--- config.mk ---
export PLATFORM = sky130hd
export DESIGN_NAME = fetch_decode_pipe
export DESIGN_NICKNAME = d
export VERILOG_FILES = /design/src/rtl/fdp_pkg.sv /design/src/rtl/fetch_fifo.sv /design/src/rtl/fetch_decode_pipe.sv
export SDC_FILE = /design/constraint.sdc
export NUM_CORES = 1
export LEC_CHECK = 0
export ABC_AREA = 1
export CORE_ASPECT_RATIO = 1.1
export CORE_UTILIZATION = 57
export CTS_CLUSTER_SIZE = 24
export DETAILED_ROUTE_END_ITERATION = 8
export PLACE_DENSITY = 0.94
export SLEW_MARGIN = 30
export SYNTH_ARGS = -nofsm -noshare
export SYNTH_HDL_FRONTEND = slang
export SYNTH_SLANG_ARGS = --single-unit
export TNS_END_PERCENT = 1
--- constraint.sdc ---
create_clock -name clk -period 12.97 [get_ports clk]
set_clock_uncertainty 0.05 [all_clocks]
set_input_delay 1.297 -clock clk [delete_from_list [all_inputs] [get_ports clk]]
set_output_delay 1.297 -clock clk [all_outputs]
set_load 0.03 [all_outputs]
--- src/rtl/fdp_pkg.sv ---
// Shared types, opcode constants and decode helpers for the fetch/decode front end.
package fdp_pkg;

   typedef enum logic [2:0] {
      FMT_R       = 3'd0,
      FMT_I       = 3'd1,
      FMT_S       = 3'd2,
      FMT_B       = 3'd3,
      FMT_U       = 3'd4,
      FMT_J       = 3'd5,
      FMT_ILLEGAL = 3'd6
   } fmt_e;

   typedef enum logic {
      ST_RUN   = 1'b0,
      ST_FLUSH = 1'b1
   } state_e;

   localparam logic [6:0] OP_OP     = 7'b0110011;
   localparam logic [6:0] OP_OP_32  = 7'b0111011;
   localparam logic [6:0] OP_IMM    = 7'b0010011;
   localparam logic [6:0] OP_LOAD   = 7'b0000011;
   localparam logic [6:0] OP_JALR   = 7'b1100111;
   localparam logic [6:0] OP_IMM_32 = 7'b0011011;
   localparam logic [6:0] OP_STORE  = 7'b0100011;
   localparam logic [6:0] OP_BRANCH = 7'b1100011;
   localparam logic [6:0] OP_LUI    = 7'b0110111;
   localparam logic [6:0] OP_AUIPC  = 7'b0010111;
   localparam logic [6:0] OP_JAL    = 7'b1101111;

   // Map a major opcode onto its instruction format; unknown opcodes are ILLEGAL.
   function automatic fmt_e opcode_fmt(input logic [6:0] opcode);
      fmt_e fmt;
      case (opcode)
         OP_OP, OP_OP_32:                      fmt = FMT_R;
         OP_IMM, OP_LOAD, OP_JALR, OP_IMM_32:  fmt = FMT_I;
         OP_STORE:                             fmt = FMT_S;
         OP_BRANCH:                            fmt = FMT_B;
         OP_LUI, OP_AUIPC:                     fmt = FMT_U;
         OP_JAL:                               fmt = FMT_J;
         default:                              fmt = FMT_ILLEGAL;
      endcase
      return fmt;
   endfunction

   // Reassemble the immediate field for a format, sign-extended from bit 31 to 32 bits.
   function automatic logic [31:0] imm_extract(input logic [31:0] instr, input fmt_e fmt);
      logic [31:0] imm;
      case (fmt)
         FMT_I:   imm = {{20{instr[31]}}, instr[31:20]};
         FMT_S:   imm = {{20{instr[31]}}, instr[31:25], instr[11:7]};
         FMT_B:   imm = {{19{instr[31]}}, instr[31], instr[7], instr[30:25], instr[11:8], 1'b0};
         FMT_U:   imm = {instr[31:12], 12'b0};
         FMT_J:   imm = {{11{instr[31]}}, instr[31], instr[19:12], instr[20], instr[30:21], 1'b0};
         default: imm = 32'd0;
      endcase
      return imm;
   endfunction

endpackage

--- src/rtl/fetch_fifo.sv ---
// Prefetch FIFO holding {pc, instr} pairs; clear empties it in one cycle and beats push/pop.
module fetch_fifo #(
   parameter int DEPTH = 4,
   parameter int WIDTH = 64
) (
   input  logic                     clk,
   input  logic                     rst_n,
   input  logic                     clear,
   input  logic                     push,
   input  logic [WIDTH-1:0]         push_data,
   input  logic                     pop,
   output logic [WIDTH-1:0]         pop_data,
   output logic [$clog2(DEPTH):0]   count,
   output logic                     full,
   output logic                     empty
);

   localparam int PTR_W = $clog2(DEPTH);
   localparam int CNT_W = PTR_W + 1;

   logic [WIDTH-1:0] mem [DEPTH];
   logic [PTR_W-1:0] wr_ptr;
   logic [PTR_W-1:0] rd_ptr;
   logic             do_push;
   logic             do_pop;

   assign full     = (count == CNT_W'(DEPTH));
   assign empty    = (count == '0);
   assign do_pop   = pop & !empty & !clear;
   assign do_push  = push & (!full | do_pop) & !clear;
   assign pop_data = mem[rd_ptr];

   // Storage array; pointers wrap naturally because DEPTH is a power of two.
   always_ff @(posedge clk) begin
      if (do_push) begin
         mem[wr_ptr] <= push_data;
      end
   end

   // Pointer and occupancy bookkeeping; simultaneous push and pop leave count unchanged.
   always_ff @(posedge clk) begin
      if (!rst_n || clear) begin
         wr_ptr <= '0;
         rd_ptr <= '0;
         count  <= '0;
      end else begin
         if (do_push) begin
            wr_ptr <= wr_ptr + 1'b1;
         end
         if (do_pop) begin
            rd_ptr <= rd_ptr + 1'b1;
         end
         case ({do_push, do_pop})
            2'b10:   count <= count + 1'b1;
            2'b01:   count <= count - 1'b1;
            default: count <= count;
         endcase
      end
   end

endmodule

--- src/rtl/fetch_decode_pipe.sv ---
// Fetch/decode front end: sequential PC issue, prefetch FIFO, head decode and branch redirect.
// Optional performance counters are built when the macro FDP_PERF_CNT_EN is defined.
module fetch_decode_pipe
   import fdp_pkg::*;
#(
   parameter int                XLEN       = 64,
   parameter int                ADDR_W     = 32,
   parameter int                FIFO_DEPTH = 4,
   parameter logic [ADDR_W-1:0] RESET_PC   = '0
) (
   input  logic              clk,
   input  logic              rst_n,
   input  logic              fetch_en,
   output logic              imem_req,
   output logic [ADDR_W-1:0] imem_addr,
   input  logic              imem_rvalid,
   input  logic [31:0]       imem_rdata,
   input  logic              redirect_valid,
   input  logic [ADDR_W-1:0] redirect_pc,
   output logic              dec_valid,
   input  logic              dec_ready,
   output logic [ADDR_W-1:0] dec_pc,
   output logic [31:0]       dec_instr,
   output logic [4:0]        dec_ra,
   output logic [4:0]        dec_rb,
   output logic [4:0]        dec_rw,
   output logic [XLEN-1:0]   dec_imm,
   output logic [2:0]        dec_fmt
`ifdef FDP_PERF_CNT_EN
   ,
   output logic [31:0]       perf_fetched,
   output logic [31:0]       perf_stall,
   output logic [31:0]       perf_flush
`endif
);

   localparam int CNT_W  = $clog2(FIFO_DEPTH) + 1;
   localparam int ENTRY_W = ADDR_W + 32;

   logic [ADDR_W-1:0]  pc;
   logic [ADDR_W-1:0]  addr_q;
   logic               inflight;
   logic               drop;
   state_e             state;

   logic               issue;
   logic [CNT_W:0]     occupancy;
   logic               fifo_push;
   logic               fifo_pop;
   logic [ENTRY_W-1:0] fifo_head;
   logic [CNT_W-1:0]   fifo_count;
   logic               fifo_full;
   logic               fifo_empty;

   logic [31:0]        head_instr;
   fmt_e               head_fmt;
   logic [31:0]        head_imm32;

   // Requests in flight reserve a FIFO slot so a returning word always has room.
   assign occupancy = {1'b0, fifo_count} + {{CNT_W{1'b0}}, inflight};
   assign issue     = rst_n & fetch_en & !redirect_valid & (occupancy < (CNT_W + 1)'(FIFO_DEPTH));
   assign imem_req  = issue;
   assign imem_addr = pc;

   assign fifo_push = imem_rvalid & inflight & !drop & !redirect_valid & !fifo_full;
   assign dec_valid = !fifo_empty & !redirect_valid;
   assign fifo_pop  = dec_valid & dec_ready;

   fetch_fifo #(
      .DEPTH (FIFO_DEPTH),
      .WIDTH (ENTRY_W)
   ) u_fifo (
      .clk       (clk),
      .rst_n     (rst_n),
      .clear     (redirect_valid),
      .push      (fifo_push),
      .push_data ({addr_q, imem_rdata}),
      .pop       (fifo_pop),
      .pop_data  (fifo_head),
      .count     (fifo_count),
      .full      (fifo_full),
      .empty     (fifo_empty)
   );

   assign head_instr = fifo_head[31:0];
   assign head_fmt   = opcode_fmt(head_instr[6:0]);
   assign head_imm32 = imm_extract(head_instr, head_fmt);

   assign dec_pc    = fifo_head[ENTRY_W-1:32];
   assign dec_instr = head_instr;
   assign dec_ra    = head_instr[19:15];
   assign dec_rw    = head_instr[11:7];
   assign dec_rb    = (head_fmt == FMT_R || head_fmt == FMT_S || head_fmt == FMT_B) ? head_instr[24:20] : 5'd0;
   assign dec_imm   = XLEN'($signed(head_imm32));
   assign dec_fmt   = head_fmt;

   // PC sequencing and in-flight tracking; a redirect overrides sequential issue and marks any outstanding word stale.
   always_ff @(posedge clk) begin
      if (!rst_n) begin
         pc       <= RESET_PC;
         addr_q   <= '0;
         inflight <= 1'b0;
         drop     <= 1'b0;
      end else begin
         inflight <= issue;
         drop     <= redirect_valid & inflight;
         if (issue) begin
            addr_q <= pc;
         end
         if (redirect_valid) begin
            pc <= redirect_pc & ~ADDR_W'(3);
         end else if (issue) begin
            pc <= pc + ADDR_W'(4);
         end
      end
   end

   // Flush FSM: one FLUSH cycle follows the last redirect of a burst, then back to RUN.
   always_ff @(posedge clk) begin
      if (!rst_n) begin
         state <= ST_RUN;
      end else begin
         case (state)
            ST_RUN:   state <= redirect_valid ? ST_FLUSH : ST_RUN;
            ST_FLUSH: state <= redirect_valid ? ST_FLUSH : ST_RUN;
            default:  state <= ST_RUN;
         endcase
      end
   end

`ifdef FDP_PERF_CNT_EN
   // Saturating event counters for delivered instructions, back-pressure cycles and redirects.
   always_ff @(posedge clk) begin
      if (!rst_n) begin
         perf_fetched <= '0;
         perf_stall   <= '0;
         perf_flush   <= '0;
      end else begin
         if (fifo_pop && perf_fetched != '1) begin
            perf_fetched <= perf_fetched + 32'd1;
         end
         if (dec_valid && !dec_ready && perf_stall != '1) begin
            perf_stall <= perf_stall + 32'd1;
         end
         if (redirect_valid && perf_flush != '1) begin
            perf_flush <= perf_flush + 32'd1;
         end
      end
   end
`endif

endmodule

==> results of run 1 <==
[logic make-up after synthesis]
kind of cell               count (synthesis)
and+or+nand+nor                          542
DFF                                      319
AOI/OAI and AO/OA                        266
buffers and inverters                    203
xor gates and xnor gates                  15
adders and majority gates                  8
other                                      1
[worst paths after layout]
kind,from,to,slack (ns)
worst max-delay path,flip-flop,dec_imm[57],6.35
worst min-delay path,inflight,drop,0.43
worst max register to register,u_fifo.count[2],u_fifo.mem[0][26],10.31
worst min register to register,inflight,drop,0.43
[state kept, by name (all words and copies together) (netlist names), named ones only]
register,cells
addr_q,30
drop,1
imem_addr,30
inflight,1
u_fifo.count,3
u_fifo.mem,248
u_fifo.rd_ptr,2
u_fifo.wr_ptr,2
[layout make-up]
class | count | area (um2) | area share, %
Antenna cell | 1 | 2.50 | 0.0145
Clock buffer | 42 | 866 | 5.01
Clock inverter | 12 | 126 | 0.731
Inverter | 88 | 333 | 1.93
Multi-Input combinational cell | 835 | 4180 | 24.2
Sequential cell | 319 | 8870 | 51.3
Tap cell | 305 | 382 | 2.21
Timing Repair Buffer | 256 | 2520 | 14.6
[placed cells by master (no fill, tap or decap), drive strengths merged]
master	instances
diode	1
xor2	13
clkinv	8
a32oi	11
nor3	12
dfxtp	71
ha	7
nor2	155
a41oi	1
a31oi	16
o21a	1
o22ai	46
nor4	2
bufinv	2
o21ai	114
clkdlybuf4s50	242
a211oi	4
nand3	60
clkinvlp	1
xnor2	2
clkbuf	42
a221oi	2
edfxtp	248
o311ai	2
o211ai	3
fa	1
buf	14
a31o	1
nand2	286
a21oi	65
or2	3
conb	4
inv	89
nand4	24
[cells in the mapped netlist, types with 4 or more instances]
master and number:
o21ai_0 113, nor2_4 5, a21oi_2 11, nor3_1 11, nand2_1 272, nand2_2 11
nand3_1 56, nor2_1 147, a31oi_1 16, a32oi_1 11, buf_1 7, o22ai_1 45
a21oi_1 54, buf_6 4, inv_1 78, a211oi_1 4, nand4_1 24, buf_4 48
xor2_1 13, dfxtp_1 71, inv_2 6, buf_2 13, clkbuf_1 43, edfxtp_1 248
ha_1 7
[through the flow]
| step | power [uW] | cell area [um2] | utilization (%) | setup WS [ns] |
|---|---|---|---|---|
| 2_1_floorplan | 1190 | 14000 | - | 7.43 |
| 3_3_place_gp | 1240 | 16300 | 68.3 | 7.18 |
| 3_5_place_dp | 1240 | 16300 | 68.3 | 7.01 |
| 4_1_cts | 2100 | 17300 | 72.5 | 6.36 |
| 5_1_grt | 2150 | 17300 | 72.5 | 6.02 |
| 6_report | 2090 | 17300 | 72.5 | 6.35 |
[worst max-delay path, delay by kind of cell (launching register included)]
kind / cells / cell delay (ns)
AOI/OAI and AO/OA: 1 / 0.17
adders and majority gates: 1 / 0.18
buffers and inverters: 6 / 2.24
DFF: 1 / 0.32
and+or+nand+nor: 9 / 1.72
[per-layer routing]
| metal | track usage [%] | share of wire, % | vias to the layer above | wire length [um] |
|---|---|---|---|---|
| met5 | 0 | 0 | - | 0 |
| met4 | 12.6 | 3.8 | 0 | 1340 |
| met3 | 4.95 | 9.0 | 105 | 3150 |
| met2 | 49.0 | 51 | 617 | 17700 |
| met1 | 33.3 | 36 | 5039 | 12700 |
| li1 | - | - | 5019 | - |
[power groups by stage]
stage / clock network (uW) / registers (uW) / logic, uW
2_1_floorplan: 0 / 1150 / 40.3
3_3_place_gp: 0 / 1140 / 98.0
3_5_place_dp: 0 / 1140 / 100
4_1_cts: 879 / 1120 / 101
5_1_grt: 918 / 1120 / 109
6_report: 869 / 1120 / 102
==> flow_results.org, run 1 <==
** Yosys
- Synthesized area :: ~14,000 um2
- Syn. warnings :: 0
- Of the post-synthesis cell area, the part taken by muxes is 0%.
- Post-synthesis instance total :: ~1,400
- In this run, synthesis produced a sequential element count of 319.
- The synthesized netlist devotes 11.0% of its cell area to compound gates.
- Post-synth top area cell :: edfxtp_1
- Yosys mapped a number of flops with a built-in enable equal to approximately 250.
- Synth area leaders :: edfxtp_1 (53%), dfxtp_1 (10%), nand2_1 (7.3%)
- Area share of xor/xnor cells in the synthesized design :: less than 1%
- Proportion of synthesized chip area in sequential cells :: 63.4%
- Dominant combinational cell family by area after synthesis :: simple AND/OR/NAND/NOR gates
- Among all flip-flop cells after synthesis, the most frequent one is edfxtp_1.
- In this run the biggest area consumer among cell types represents 53.2% of the synthesized area.
- After Yosys synthesis, and, or, nand and nor cells account for 16.7% of the synthesized area.
- Synthesis instantiated 46 different standard cells from the library.
- The average instance in the mapped netlist occupies ~10 um2.
- Arithmetic-cell share of the synthesized area counting full adders, half adders and majority gates :: 0.769%
- After synthesis, the share of flip-flops with an asynchronous set or reset is 0%.

** Outcome
- Outcome :: finished clean

** Cells and area
- Fill cell count :: 1,565
- Net count reported at finish :: 1,607
- The area growth from synthesis to layout is 23.6%.
- Non-filler instance count after layout :: 1,858
- The post-route netlist has 7.80% of its cells at a drive strength greater than 1.

** GRT
- Overall routing resource usage :: 28.0%
- Number of global-route vias before repair :: 10,700
- Entering global routing, the biggest net connects 93 pins.
- Wire length of the first global-routing pass :: 54,900 um
- Global route total overflow :: 0
- The number of antenna violations at the first check in global routing came to 1.

** Power
- Design internal power :: 1660 uW
- Per report_power, the combinational group accounts for 4.9% of the total.
- Clk network pwr share :: 41.5%
- The analysis attributes to net switching a power of about 440 uW.
- Static Leak :: 0.00618 uW
- Switching fraction of total power :: 20.8%
- Pwr/cell area :: 121 nW/um2
- The worst-case IR drop observed on VDD is 0.0000953 V.
- The share of total power dissipated in sequential elements is 53.6%.

** Timing
- The final count of pins violating max slew was 0.
- The worst path uses 51.1% of the clock period.
- Final hold violation count :: 0
- Setup repair after global routing missed its margin :: false
- Measured against its own limit, the worst slew margin works out to between 30% and 40%.
- At the pin with the least slew margin, the transition time is 0.936 ns.
- WHS :: 0.425 ns
- For the final routed database, the setup TNS stands at 0 ns.
- Timing would allow up to 0.151 GHz.
- Setup violations remaining at the end of the flow were counted as 0.
- Final critical-path required period :: 6.62 ns

** Drt
- For this block, the initial DRC count from the detailed router was 817.
- Total via count in the routed design :: 10,800
- Remaining antenna violation count after routing :: 0
- Wire length reported by the detailed router :: 35,000 um
- Routed wirelength normalized by instance count :: 18.8 um
- In the routed design, unresolved DRC markers number 0.
- Ratio of routed vias to standard cells :: a little under 6
- Pre-antenna DRT Iters :: 7

** Worst setup path
- Logic depth of the worst register-to-register path :: 6
- In this run the worst path has a maximum fanout of 41.
- The worst setup path is launched from a flip-flop.
- Data arrival time at the worst-slack endpoint :: 5.28 ns
- STA classifies the critical path endpoint as a primary output.
- Most Frequent Cell on Critical Path :: nand2_1
- Critical Path Max Stage Delay :: 0.74 ns
- Classification of the worst setup path :: flip-flop to primary output
- The signal on the critical path passes through inv_2, buf_4, nand3_1, nand2_1, nand2_1, nor2_4, inv_2, nor2_4, inv_2, ha_1, nand2_1, nor2_2, nor2_2, nand2_1, a31oi_2, buf_4, clkdlybuf4s50_1.
- Critical Path Slowest Stage Cell :: clkdlybuf4s50_1
- At the worst endpoint, the required time is 11.62 ns.

** Floorplanning
- between 200 and 300 I/O pins were placed.
- Core area :: 23,800 um2
- Initial cell density of the core :: 58.7%
- The floorplan step set the die width to 151 um.
- Die span in y :: 166 um
- Floorplan die area :: ~25,000 um2
- Row generation in the floorplan step produced 59 rows.

** Clock tree
- H-tree depth reported by CTS :: 1
- Buffers inserted during clock tree synthesis total 29.
- For this design, the sink count on the clock tree is between 300 and 400.
- Cell at the root of the clock tree :: clkbuf_16
- In this run the deepest clock path goes through 3 buffers.
- Clock insertion delay at the later pin of the skew report :: 0.55 ns
- Post-CTS timing repair inserted 0 buffers for setup.
- The number of gates resized after CTS was 0.
- TritonCTS clock tree :: yes
- Clock-pin slew reported for the worst setup and hold paths after clock tree synthesis :: roughly 0.06 ns
- Hold-fix buffers at CTS :: 0

** Placed design
- Routability-driven placement finished with a final weighted congestion of roughly 0.86.
- Cell Count Post-Placement :: ~1,800
- The wire-length estimate of the detail-placed layout is 21,900 um.
- The count of buffers added on input and output ports is 243.

** Worst hold path
- The worst hold path belongs to the class flip-flop to flip-flop.
- Counting instances, the worst hold path has a depth of 2.

** Flow run
- The tool flagged a number of max-cap violations equal to 0.
Note: power is estimated with default switching activity, not from simulation.
==> run 2: changes to the inputs <==
--- a/config.mk
+++ b/config.mk
@@ -7,10 +7,10 @@
 export LEC_CHECK = 0
 export ABC_AREA = 1
 export CORE_ASPECT_RATIO = 1.1
-export CORE_UTILIZATION = 57
+export CORE_UTILIZATION = 53
 export CTS_CLUSTER_SIZE = 24
 export DETAILED_ROUTE_END_ITERATION = 8
-export PLACE_DENSITY = 0.94
+export PLACE_DENSITY = 0.88
 export SLEW_MARGIN = 30
 export SYNTH_ARGS = -nofsm -noshare
 export SYNTH_HDL_FRONTEND = slang
==> constraint.sdc (replaced) <==
create_clock -name clk -period 6.5 [get_ports clk]
set_clock_uncertainty 0.05 [all_clocks]
set_input_delay 0.65 -clock clk [delete_from_list [all_inputs] [get_ports clk]]
set_output_delay 0.65 -clock clk [all_outputs]
set_load 0.03 [all_outputs]
==> run 2 against run 1 <==
Via count down 0.81%. Global-route usage shrank 2.6 points. Sequential power rose by 100%. Combinational power increased by 98%. Core utilization shrank 5.5 points. Register-to-register slack worse by 6.3 ns. Critical endpoint is now dec_imm[32]. Largest cell class unchanged. Largest power group unchanged.
==> flow_results.org, run 2 (same netlist as run 1, synthesis figures left out) <==
** Worst hold path
- Hold Crit Class :: flip-flop to flip-flop

** Timing
- Final hold violation count :: 0
- Post-route clock period utilization :: 83.4%
- Hold is met by 0.412 ns.
- Transition at the pin with the smallest max-transition slack :: about 0.99 ns
- Final-report setup violation count :: 0
- Final TNS setup :: 0 ns
- Setup repair after global routing missed its margin :: false
- Max-slew violation total from the final report :: 0
- Final critical-path required period :: roughly 5.4 ns
- Headroom to the max-slew limit came out at between 30% and 40%.
- Highest clock rate :: 0.184 GHz
- The worst path meets setup with 1.08 ns of slack.

** Placed design
- Buffers placed on the I/O ports in this run total around 240.
- The congestion estimate from routability-driven global placement came to 0.863.
- Placement Setup Slack :: ~1.6 ns
- Cell Count Post-Placement :: 1,853
- Cell area after placement :: about 16,000 um2
- Summed over all nets, the half-perimeter wirelength after detailed placement is 22,100 um.

** Floorplanning
- For this design the top-level I/O count stands at 250.
- The die is 172 um tall.
- Horizontal die dimension :: 157 um
- Once the floorplan was initialized, standard cells occupied 53.8% of the core.
- In this run the standard cell core region covers 26,000 um2.
- In this run the core area contains 62 standard-cell rows.
- The die covers 27,000 um2.

** Power
- Maximum ir drop on the vdd rail :: around 0.00022 V
- Dividing total power by cell area gives a power density of 240 nW/um2.
- In this run the static leakage power is between 0.006 and 0.007 uW.

** Worst setup path
- Maximum fanout along the worst path :: 41
- Classification of the worst setup path :: flip-flop to primary output
- Critical Path Max Stage Delay :: 0.73 ns
- For the worst setup path, the data arrival time is 4.72 ns.
- Critical Path Slowest Stage Cell :: dfxtp_2
- Counting both buffers and inverters, the worst setup path holds a total of 4.
- Most Frequent Cell on Critical Path :: nand2_1
- The worst setup path is captured at a primary output.
- The cell family contributing the most delay on the critical path is buffers and inverters.
- CP cell instances :: inv_2, nand3_1, nand2_1, nor2_1, nand2_1, nor2_1, a21oi_2, ha_1, nor2_4, inv_2, nand2_1, a31oi_2, buf_4, clkdlybuf4s50_1
- Launching element type of the critical path :: flip-flop
- At the worst endpoint, the required time is 5.80 ns.

** GRT
- Largest net degree at the start of global routing :: 93
- The number of global-route vias before repair is 10,400.
- Overall routing resource usage :: 25.4%
- Summed over all layers, the global routing overflow is 0.
- Wire length of the first global-routing pass :: approximately 53,000 um
- Number of antenna violations at the first check in global routing :: 1

** Clock tree
- The tree is rooted in a clkbuf_16.
- TritonCTS sink count :: 319
- In this run, post-CTS hold repair placed 0 buffers.
- Buffers inserted by post-CTS timing repair :: 0
- Clock-pin slew reported for the worst setup and hold paths after clock tree synthesis :: 0.06 ns
- Quantity of gates resized following cts :: 0
- Number of buffers added by the clock tree synthesis step :: 31
- CTS built an H-tree with a depth of 1.
- The later pin in the worst-skew pair is clocked with a latency of 0.54 ns.
- Longest Clk Path Bufs :: 3
- TritonCTS clock tree :: yes

** Drt
- Wire length reported by the detailed router :: 34,500 um
- Iteration-0 DRC count of the detailed router :: 843
- Ratio of routed vias to standard cells :: 5.60
- Routed wirelength normalized by instance count :: 18.0 um
- Once detail routing completed, the nets flagged for antenna violations numbered 0.
- The first TritonRoute pass finished after 6 iterations.
- Drc violations :: 0
- Detailed routing inserted a total of 10,700 vias.

** Outcome
- The flow ran to the end, and the final reports show no timing, DRC or antenna violations.

** Cells and area
- The post-route netlist has 7.89% of its cells at a drive strength greater than 1.
- The register with the most flip-flops in the layout has 248 of them.
- Most flop-heavy register :: u_fifo.mem
- Final non-filler cell area :: approximately 17,000 um2
- The library cell used most frequently in the layout, excluding fill and tap cells, is nand2_1.
- After the flow finishes, the layout carries non-filler instances totaling 1,911.
- Most used cells in the layout excluding fill and tap cells :: nand2_1 (272), edfxtp_1 (248), clkdlybuf4s50_1 (243)
- Layout-stage area growth over the synthesis result :: 24.4%
- Net count reported at finish :: between 1,500 and 2,000

** Flow run
- The tool flagged a number of max-cap violations equal to 0.
==> run 2: report_power, final <==
part,leakage [uW],switching (uW),internal (uW)
logic,0.00291,115,86.7
clock network,0.000462,735,994
registers,0.00280,29.0,2210
==> run 2: worst register-to-register path, stage by stage (launching register included) <==
cell     delay [ns]
dfxtp_1        0.30
inv_1          0.12
nor3_1         0.06
nor4_1         0.36
inv_1          0.32
nor2_4         0.14
buf_4          0.75
==> run 2: final cells by class <==
type	count	area (um2)
antenna	1	2.50
clock buffer	35	791
clock inverter	22	200
fill	1848	8590
inverter	88	333
multi-input combinational	835	4180
sequential	319	8870
tap	352	440
timing repair buffer	259	2580
==> run 2: path summary, 6_finish.rpt <==
kind	startpoint	to	slack (ns)	depth (start not counted)
max	flip-flop	dec_imm[32]	1.08	14
min	inflight	drop	0.41	2
max reg2reg	u_fifo.count[2]	u_fifo.mem[2][26]	3.97	6
min reg2reg	inflight	drop	0.41	2
==> run 2: layer usage <==
layer / GRT usage (%) / part of all wire, % / vias to the layer above
met5: 0 / 0 / -
met4: 10.0 / 3.3 / 0
met3: 4.64 / 8.9 / 81
met2: 46.4 / 51 / 519
met1: 29.3 / 37 / 5069
li1: - / - / 5024
==> run 2: through the flow <==
stage | util, % | total power, uW
final | 66.9 | 4170
after global routing | 66.9 | 4290
after CTS | 66.9 | 4190
after detailed placement | 63.1 | 2480
after global placement | 62.9 | 2480
after floorplan | - | 2380
